<file path="src/rtl/onchip_mem_port_arbiter.sv">
// Two-master sticky round-robin arbiter for the on-chip instrument memory s1 port.
// Define ARB_PERF_CNT_EN to add per-master grant/stall performance counters.
module onchip_mem_port_arbiter #(
  parameter int ADDR_W       = 19,
  parameter int DATA_W       = 32,
  parameter int BE_W         = 4,
  parameter int READ_LATENCY = 1,
  parameter int MAX_GRANT    = 8
) (
  input  logic              clk,
  input  logic              reset_n,
  input  logic [ADDR_W-1:0] m0_address,
  input  logic              m0_read,
  input  logic              m0_write,
  input  logic [DATA_W-1:0] m0_writedata,
  input  logic [BE_W-1:0]   m0_byteenable,
  output logic              m0_waitrequest,
  output logic [DATA_W-1:0] m0_readdata,
  output logic              m0_readdatavalid,
  input  logic [ADDR_W-1:0] m1_address,
  input  logic              m1_read,
  input  logic              m1_write,
  input  logic [DATA_W-1:0] m1_writedata,
  input  logic [BE_W-1:0]   m1_byteenable,
  output logic              m1_waitrequest,
  output logic [DATA_W-1:0] m1_readdata,
  output logic              m1_readdatavalid,
  output logic [ADDR_W-1:0] mem_address,
  output logic              mem_chipselect,
  output logic              mem_write,
  output logic [DATA_W-1:0] mem_writedata,
  output logic [BE_W-1:0]   mem_byteenable,
  input  logic [DATA_W-1:0] mem_readdata
`ifdef ARB_PERF_CNT_EN
  ,
  input  logic              perf_clr,
  output logic [31:0]       grant_cnt0,
  output logic [31:0]       grant_cnt1,
  output logic [31:0]       stall_cnt0,
  output logic [31:0]       stall_cnt1
`endif
);

  localparam int CNT_W = $clog2(MAX_GRANT + 1);
  localparam logic [CNT_W-1:0] MAX_CNT = CNT_W'(MAX_GRANT);

  logic             owner_reg, owner_next;
  logic [CNT_W-1:0] run_cnt_reg, run_cnt_next;
  logic             req0, req1, pick1;
  logic             grant0, grant1, gnt_any, rd_accept;

  assign req0  = m0_read | m0_write;
  assign req1  = m1_read | m1_write;
  // Under contention the owner keeps the port until its run reaches MAX_GRANT.
  assign pick1 = (run_cnt_reg < MAX_CNT) ? owner_reg : ~owner_reg;

  // Grants are held off while reset is asserted so both masters see waitrequest.
  assign grant0  = reset_n & req0 & (~req1 | ~pick1);
  assign grant1  = reset_n & req1 & (~req0 | pick1);
  assign gnt_any = grant0 | grant1;

  assign m0_waitrequest = ~grant0;
  assign m1_waitrequest = ~grant1;

  always_comb begin
    owner_next   = owner_reg;
    run_cnt_next = run_cnt_reg;
    if (gnt_any) begin
      if (grant1 == owner_reg) begin
        if (run_cnt_reg != MAX_CNT)
          run_cnt_next = run_cnt_reg + 1'b1;
      end else begin
        owner_next   = grant1;
        run_cnt_next = CNT_W'(1);
      end
    end else begin
      run_cnt_next = '0;
    end
  end

  always_ff @(posedge clk or negedge reset_n) begin
    if (!reset_n) begin
      owner_reg   <= 1'b0;
      run_cnt_reg <= '0;
    end else begin
      owner_reg   <= owner_next;
      run_cnt_reg <= run_cnt_next;
    end
  end

  always_comb begin
    mem_address    = '0;
    mem_write      = 1'b0;
    mem_writedata  = '0;
    mem_byteenable = '0;
    if (grant1) begin
      mem_address    = m1_address;
      mem_write      = m1_write;
      mem_writedata  = m1_writedata;
      mem_byteenable = m1_byteenable;
    end else if (grant0) begin
      mem_address    = m0_address;
      mem_write      = m0_write;
      mem_writedata  = m0_writedata;
      mem_byteenable = m0_byteenable;
    end
  end

  assign mem_chipselect = gnt_any;
  // A granted cycle without write is a read, since write wins when both are set.
  assign rd_accept      = gnt_any & ~mem_write;

  logic [READ_LATENCY-1:0] tag_valid_reg;
  logic [READ_LATENCY-1:0] tag_id_reg;

  always_ff @(posedge clk or negedge reset_n) begin
    if (!reset_n) begin
      tag_valid_reg <= '0;
      tag_id_reg    <= '0;
    end else begin
      tag_valid_reg[0] <= rd_accept;
      tag_id_reg[0]    <= grant1;
      for (int i = 1; i < READ_LATENCY; i++) begin
        tag_valid_reg[i] <= tag_valid_reg[i-1];
        tag_id_reg[i]    <= tag_id_reg[i-1];
      end
    end
  end

  assign m0_readdatavalid = tag_valid_reg[READ_LATENCY-1] & ~tag_id_reg[READ_LATENCY-1];
  assign m1_readdatavalid = tag_valid_reg[READ_LATENCY-1] &  tag_id_reg[READ_LATENCY-1];
  assign m0_readdata      = mem_readdata;
  assign m1_readdata      = mem_readdata;

`ifdef ARB_PERF_CNT_EN
  logic [1:0]  acc_vec, stall_vec;
  logic [31:0] grant_cnt_reg [2];
  logic [31:0] stall_cnt_reg [2];

  assign acc_vec   = {grant1, grant0};
  assign stall_vec = {req1 & ~grant1, req0 & ~grant0};

  for (genvar gi = 0; gi < 2; gi++) begin : g_perf
    always_ff @(posedge clk or negedge reset_n) begin
      if (!reset_n) begin
        grant_cnt_reg[gi] <= '0;
        stall_cnt_reg[gi] <= '0;
      end else if (perf_clr) begin
        grant_cnt_reg[gi] <= '0;
        stall_cnt_reg[gi] <= '0;
      end else begin
        if (acc_vec[gi] && grant_cnt_reg[gi] != 32'hFFFF_FFFF)
          grant_cnt_reg[gi] <= grant_cnt_reg[gi] + 32'd1;
        if (stall_vec[gi] && stall_cnt_reg[gi] != 32'hFFFF_FFFF)
          stall_cnt_reg[gi] <= stall_cnt_reg[gi] + 32'd1;
      end
    end
  end

  assign grant_cnt0 = grant_cnt_reg[0];
  assign grant_cnt1 = grant_cnt_reg[1];
  assign stall_cnt0 = stall_cnt_reg[0];
  assign stall_cnt1 = stall_cnt_reg[1];
`endif

endmodule

</file>
<file path="config.mk">
export PLATFORM = sky130hd
export DESIGN_NAME = onchip_mem_port_arbiter
export DESIGN_NICKNAME = d
export VERILOG_FILES = /design/src/rtl/onchip_mem_port_arbiter.sv
export SDC_FILE = /design/constraint.sdc
export NUM_CORES = 1
export LEC_CHECK = 0
export ABC_CLOCK_PERIOD_IN_PS = 1550
export CORE_ASPECT_RATIO = 0.75
export CORE_MARGIN = 4
export CORE_UTILIZATION = 24
export DETAILED_ROUTE_END_ITERATION = 10
export GPL_ROUTABILITY_DRIVEN = 0
export PLACE_DENSITY_LB_ADDON = 0.1
export SLEW_MARGIN = 5
export SYNTH_ARGS = -nofsm -noshare
export SYNTH_HDL_FRONTEND = slang
export SYNTH_SLANG_ARGS = --single-unit
</file>
<file path="constraint.sdc">
create_clock -name clk -period 1.55 [get_ports clk]
set_input_delay 0.2325 -clock clk [delete_from_list [all_inputs] [get_ports clk]]
set_output_delay 0.2325 -clock clk [all_outputs]
set_load 0.005 [all_outputs]
</file>
# After elaboration in Yosys (flattened, before gate mapping)
# Cells that the tools add are included.
# word_totals
register_bits	7
elab_cells	43
output_inout_bits	125
# op_classes
mux	12
addsub	1
magnitude_cmp	1
reduce_logical	1
eq_ne	3
bitwise	21
# op_table
cell	count
32-bit two-way mux	2
19-bit two-way mux	2
4-bit two-way mux	5
1-bit inverter	9
1-bit bitwise AND	7
1-bit OR	5
4-bit by 1-bit adder with 4-bit output (second input constant)	1
4-bit < comparator (second input constant)	1
4-bit != test (second input constant)	1
1-bit two-way mux	3
3-bit by 2-bit != test with 1-bit output (second input constant)	1
2-bit AND reduction	1
1-bit == test	1

# Longest topological paths before layout
# depth
depth_word	9
mapped_depth	7
mapped_depth_nobuf	6

# Worst setup path after synthesis
# OpenSTA, ideal clock, no wires.
# synth_timing
path_kind	register -> output
startpoint	register run_cnt_reg[3]
endpoint	output port mem_address[10]
path_stages_with_launch	8
setup_slack_ns	-0.017
arrival_time_ns	1.335
n_path_buf	3
required_time_ns	1.317
path_cell_list	dfrtp_1 -> buf_4 -> xnor2_2 -> a21oi_2 -> buf_6 -> buf_8 -> a22oi_2 -> nor2_2
# synth_via
elab_chain_len	7
word_cells_on_any_way	9
classes_between	1 x order compare; 3 x mux; 5 x bitwise
# synth_lines
item	line_no	source
from (decl)	48	logic [CNT_W-1:0] run_cnt_reg, run_cnt_next;
from (signal assigned)	87	run_cnt_reg <= run_cnt_next;
4-bit < comparator *	55	assign pick1 = (run_cnt_reg < MAX_CNT) ? owner_reg : ~owner_reg;
1-bit two-way mux *	55	
1-bit inverter	58	assign grant0 = reset_n & req0 & (~req1 | ~pick1);
1-bit OR	58	
1-bit bitwise AND	58	
19-bit two-way mux	101	end else if (grant0) begin
19-bit two-way mux *	96	if (grant1) begin
to (decl)	28	output logic [ADDR_W-1:0] mem_address,
# Mark *: on every way between the ends. The rest lies on a longest branch, timed or not.

# Worst setup path in the final report
# layout_timing
startpoint	register owner_reg
endpoint	output port mem_address[8]
# layout_via
elab_chain_len	7
word_cells_on_any_way	9
classes_between	3 x mux; 6 x bitwise
# layout_lines
item	line_no	source
from (decl)	47	logic owner_reg, owner_next;
from (signal assigned)	86	owner_reg <= owner_next;
1-bit inverter	55	
1-bit two-way mux *	55	
1-bit inverter	58	
1-bit OR	58	
1-bit bitwise AND	58	
19-bit two-way mux	101	
19-bit two-way mux *	96	
# Marks and branches as above.

==> impl_results.rst <==
.. list-table::
   :header-rows: 1

   * - Metric
     - Value
   * - Total via count in the routed design
     - 2425
   * - Element type at the critical path start
     - flip-flop
   * - Share of cells above drive strength 1
     - 57.18%
   * - Yosys top cell by area
     - sky130_fd_sc_hd__buf_4
   * - Detailed Route WL
     - 9.368 mm
   * - Type of the worst setup path
     - flip-flop to output pin
   * - CTS tree
     - done
   * - Area fraction of the dominant cell type after synthesis
     - 23.50%
   * - IR drop worst, VDD
     - 0.0003101 V
   * - Die Footprint
     - 10360 sq um
   * - Period utilisation layout
     - 133.0%
   * - Dominant combinational cell family by area after synthesis
     - compound AO/OA/AOI/OAI gates
   * - Delay of the slowest cell on the worst path
     - 470 ps
   * - Max-slew violation count
     - 0
   * - Busiest metal layer after global routing
     - met2
   * - Flip-flop count of the largest register, all copies and words added
     - 4
   * - Worst setup margin
     - -510.9 ps
   * - Cell at the root of the clock tree
     - sky130_fd_sc_hd__clkbuf_16
   * - Sequential share of the synthesized area
     - 8.309%
   * - Switching power summed over all nets
     - 745.2 uW
   * - Y dimension of the die
     - 89.17 microns
   * - Vias/cell
     - 4.550
   * - Number of core rows
     - 29
   * - Fraction of power spent switching nets
     - 32.29%
   * - Clock transition at the registers of the reported paths
     - 30 ps
   * - Count of endpoints failing setup in the final report
     - 58
   * - Met3 track demand over resource in global routing
     - 5.683%
   * - Post-synth EDFFs
     - 0
   * - Max Clk Rate
     - 485.2 MHz
   * - Synth Warn #
     - 0
   * - Data required time of the critical path
     - 1320 ps
   * - Outcome
     - finished, violations left
   * - Initial antenna violation count
     - 0
   * - Post-synthesis compound-gate area fraction
     - 34.78%
   * - Peak fanout along the critical path
     - 5
   * - Placeable Area
     - 8491 sq um
   * - Max_cap viols
     - 0
   * - Syn Area/Cell
     - 8.078 sq um
   * - Violated checks
     - setup timing
   * - Number of failing hold endpoints at the final stage
     - 0
   * - Syn-to-layout area delta
     - 103.1%
   * - Number of global-route vias before repair
     - 2529
   * - Post-Synth Adder-Cell Area
     - 1.187%
   * - Fraction of registers with async set or reset after synthesis
     - 100.0%
   * - Share of the synthesized netlist area taken by xor and xnor gates
     - 1.602%
   * - Min cycle time layout
     - 2061 ps
   * - Max-slew headroom
     - 81.40%
   * - Inserted Diodes
     - 0
   * - Unrepaired setup endpoints after global routing
     - true
   * - Synthesized-area fraction occupied by and/or/nand/nor cells
     - 20.71%
   * - Post-layout util
     - 50.43%
   * - Setup crit end kind
     - output pin
   * - Post-Route Hold Slack
     - 374.6 ps
   * - Ports
     - 273
   * - Post-route total power
     - 2308 uW
   * - Class of the tightest hold or removal check
     - primary input to async pin
   * - Largest net degree at the start of global routing
     - 22
   * - Mux cell area share after synthesis
     - 0.4748%
   * - Crit-path cells
     - xnor2_4, a21oi_4, buf_6, buf_6, buf_6, buf_12, a22oi_2, nor2_2, clkbuf_2
   * - Pwr Density
     - 538.9 nW/um^2
   * - Post-detailed-route count of antenna-violating nets
     - 0
   * - Number of distinct library cells after synthesis
     - 35
   * - Global Route Usage Sum
     - 16.40%
   * - First-pass DRT Iterations
     - 4
   * - Estimated wirelength of the detail-placed design
     - 6.530 mm
   * - Setup TNS Final
     - -24800 ps
   * - Most common library cell in the layout ignoring fill and taps
     - sky130_fd_sc_hd__clkdlybuf4s50_1
   * - Count of input and output buffers
     - 176
   * - Nets in the synthesized netlist
     - 411
   * - FF+latch count, synth
     - 7
   * - Clk pwr share
     - 18.5%
   * - Top library cells by usage in the layout, fill and taps aside
     - sky130_fd_sc_hd__clkdlybuf4s50_1 (113), sky130_fd_sc_hd__a22oi_2 (55), sky130_fd_sc_hd__buf_2 (54)
   * - Fraction of met1 tracks used by global routing
     - 19.50%
   * - Fin nets
     - 576
   * - Global-route wire length before repair
     - 13.33 mm
   * - Global route overflow
     - 0
   * - Internal power consumption
     - 1562 uW
   * - CTS Buf Count
     - 3
   * - WL per Instance
     - 17.58 microns
   * - Data arrival time of the critical path
     - 1830 ps
   * - Clock insertion delay at the later pin of the skew report
     - 230 ps
   * - Post-synthesis instance total
     - 261
   * - CTS H-tree lvls
     - 1
   * - Top cells by area, synth
     - sky130_fd_sc_hd__buf_4 (24%), sky130_fd_sc_hd__a22oi_2 (23%), sky130_fd_sc_hd__nor2_2 (12%), sky130_fd_sc_hd__dfrtp_1 (8.3%), sky130_fd_sc_hd__a22oi_1 (5.7%)
   * - Total standard cell area after synthesis
     - 2108 sq um
   * - Violation count after the first detailed-route iteration
     - 73
   * - Bufs on Longest Clock Path
     - 2
   * - Measured slew at the worst slew-check pin
     - 278.5 ps
   * - TritonCTS Sinks
     - 7
   * - Final Skew
     - 0.1776 ps
   * - DRC violations left
     - 0
   * - Leak
     - 0.001825 uW
   * - Critical-path cell with the highest stage delay
     - sky130_fd_sc_hd__dfrtp_2
   * - Horizontal die dimension
     - 116.2 microns
   * - Combinational share of power
     - 71.9%
   * - Fraction of met2 tracks used by global routing
     - 29.18%
   * - Cell seen most often among critical-path stages
     - sky130_fd_sc_hd__buf_6
   * - Proportion of power drawn by flip-flops and latches
     - 9.6%
   * - Most common flop cell mapped by yosys
     - sky130_fd_sc_hd__dfrtp_1
   * - Initial core utilization
     - 24.83%
   * - Placement Setup Slack
     - -898.4 ps
## layer usage
| metal | share of wire [%] | wire length (microns) |
|---|---|---|
| met1 | 37 | 3420 |
| met2 | 50 | 4713 |
| met3 | 13 | 1177 |
| met5 | 0 | 0 |
| met4 | 0.61 | 57 |
## cell usage after synthesis (all sizes together) (3+ instances only)
master,number
a21oi,11
a22oi,55
buf,81
clkbuf,6
dfrtp,7
inv,4
nand2,7
nand3,4
nor2,60
or2,3
## path summary, 6_finish.rpt
kind | slack, ps | endpoint | from | cells after the start
worst min register to register | 600 | run_cnt_reg[2] | run_cnt_reg[2] | 2
max in group asynchronous | 1000 | run_cnt_reg[3] | reset_n | 2
worst min-delay path | 370 | tag_valid_reg | reset_n | 2
worst max-delay path | -510 | mem_address[8] | owner_reg | 9
worst max register to register | 40 | run_cnt_reg[0] | owner_reg | 6
min in group clk | 470 | m1_readdata[14] | mem_readdata[14] | 0
## through the flow
stage	cell area, sq um	cells
finish	4282	533
global route	4282	533
CTS	4254	529
detailed placement	3580	480
global placement	3580	480
floorplan	2120	261
## power by group through the flow
stage                     Sequential (uW)  Combinational [uW]  Clock [uW]
final                                 222                1660         426
after global placement                220                1250           0
after global routing                  225                1780         449
after detailed placement              220                1250           0
after CTS                             221                1670         433
after floorplan                       217                 711           0
## worst max-delay path, delay by kind of cell (launching register included)
kind | cells | cell delay (ps)
DFF | 1 | 470
AOI/OAI and AO/OA | 2 | 290
xor gates and xnor gates | 1 | 190
and+or+nand+nor | 1 | 40
buffers and inverters | 5 | 600
## timing repair
item / CTS / global route
pin swaps: 53 / 20
hold buffers: 0 / 0
setup buffers: 33 / 10
resized for setup: 295 / 30
endpoints found under the hold margin: 0 / 0
cloned: 12 / 1
endpoints found under the setup margin: 59 / 61
## cell type report
class / count / area, sq um
Fill cell: 820 / 4209
Timing Repair Buffer: 247 / 2457
Multi-Input combinational cell: 163 / 1418
Sequential cell: 7 / 177.7
Tap cell: 108 / 135.1
Clock buffer: 4 / 78.83
Inverter: 4 / 15.01
## kinds of logic after synthesis
logic type	count (synthesis)
AOI/OAI and AO/OA	75
adders and majority gates	2
and+or+nand+nor	82
muxes	1
xor gates and xnor gates	3
buffers and inverters	91
DFF	7
Note: power is estimated with default switching activity, not from simulation.
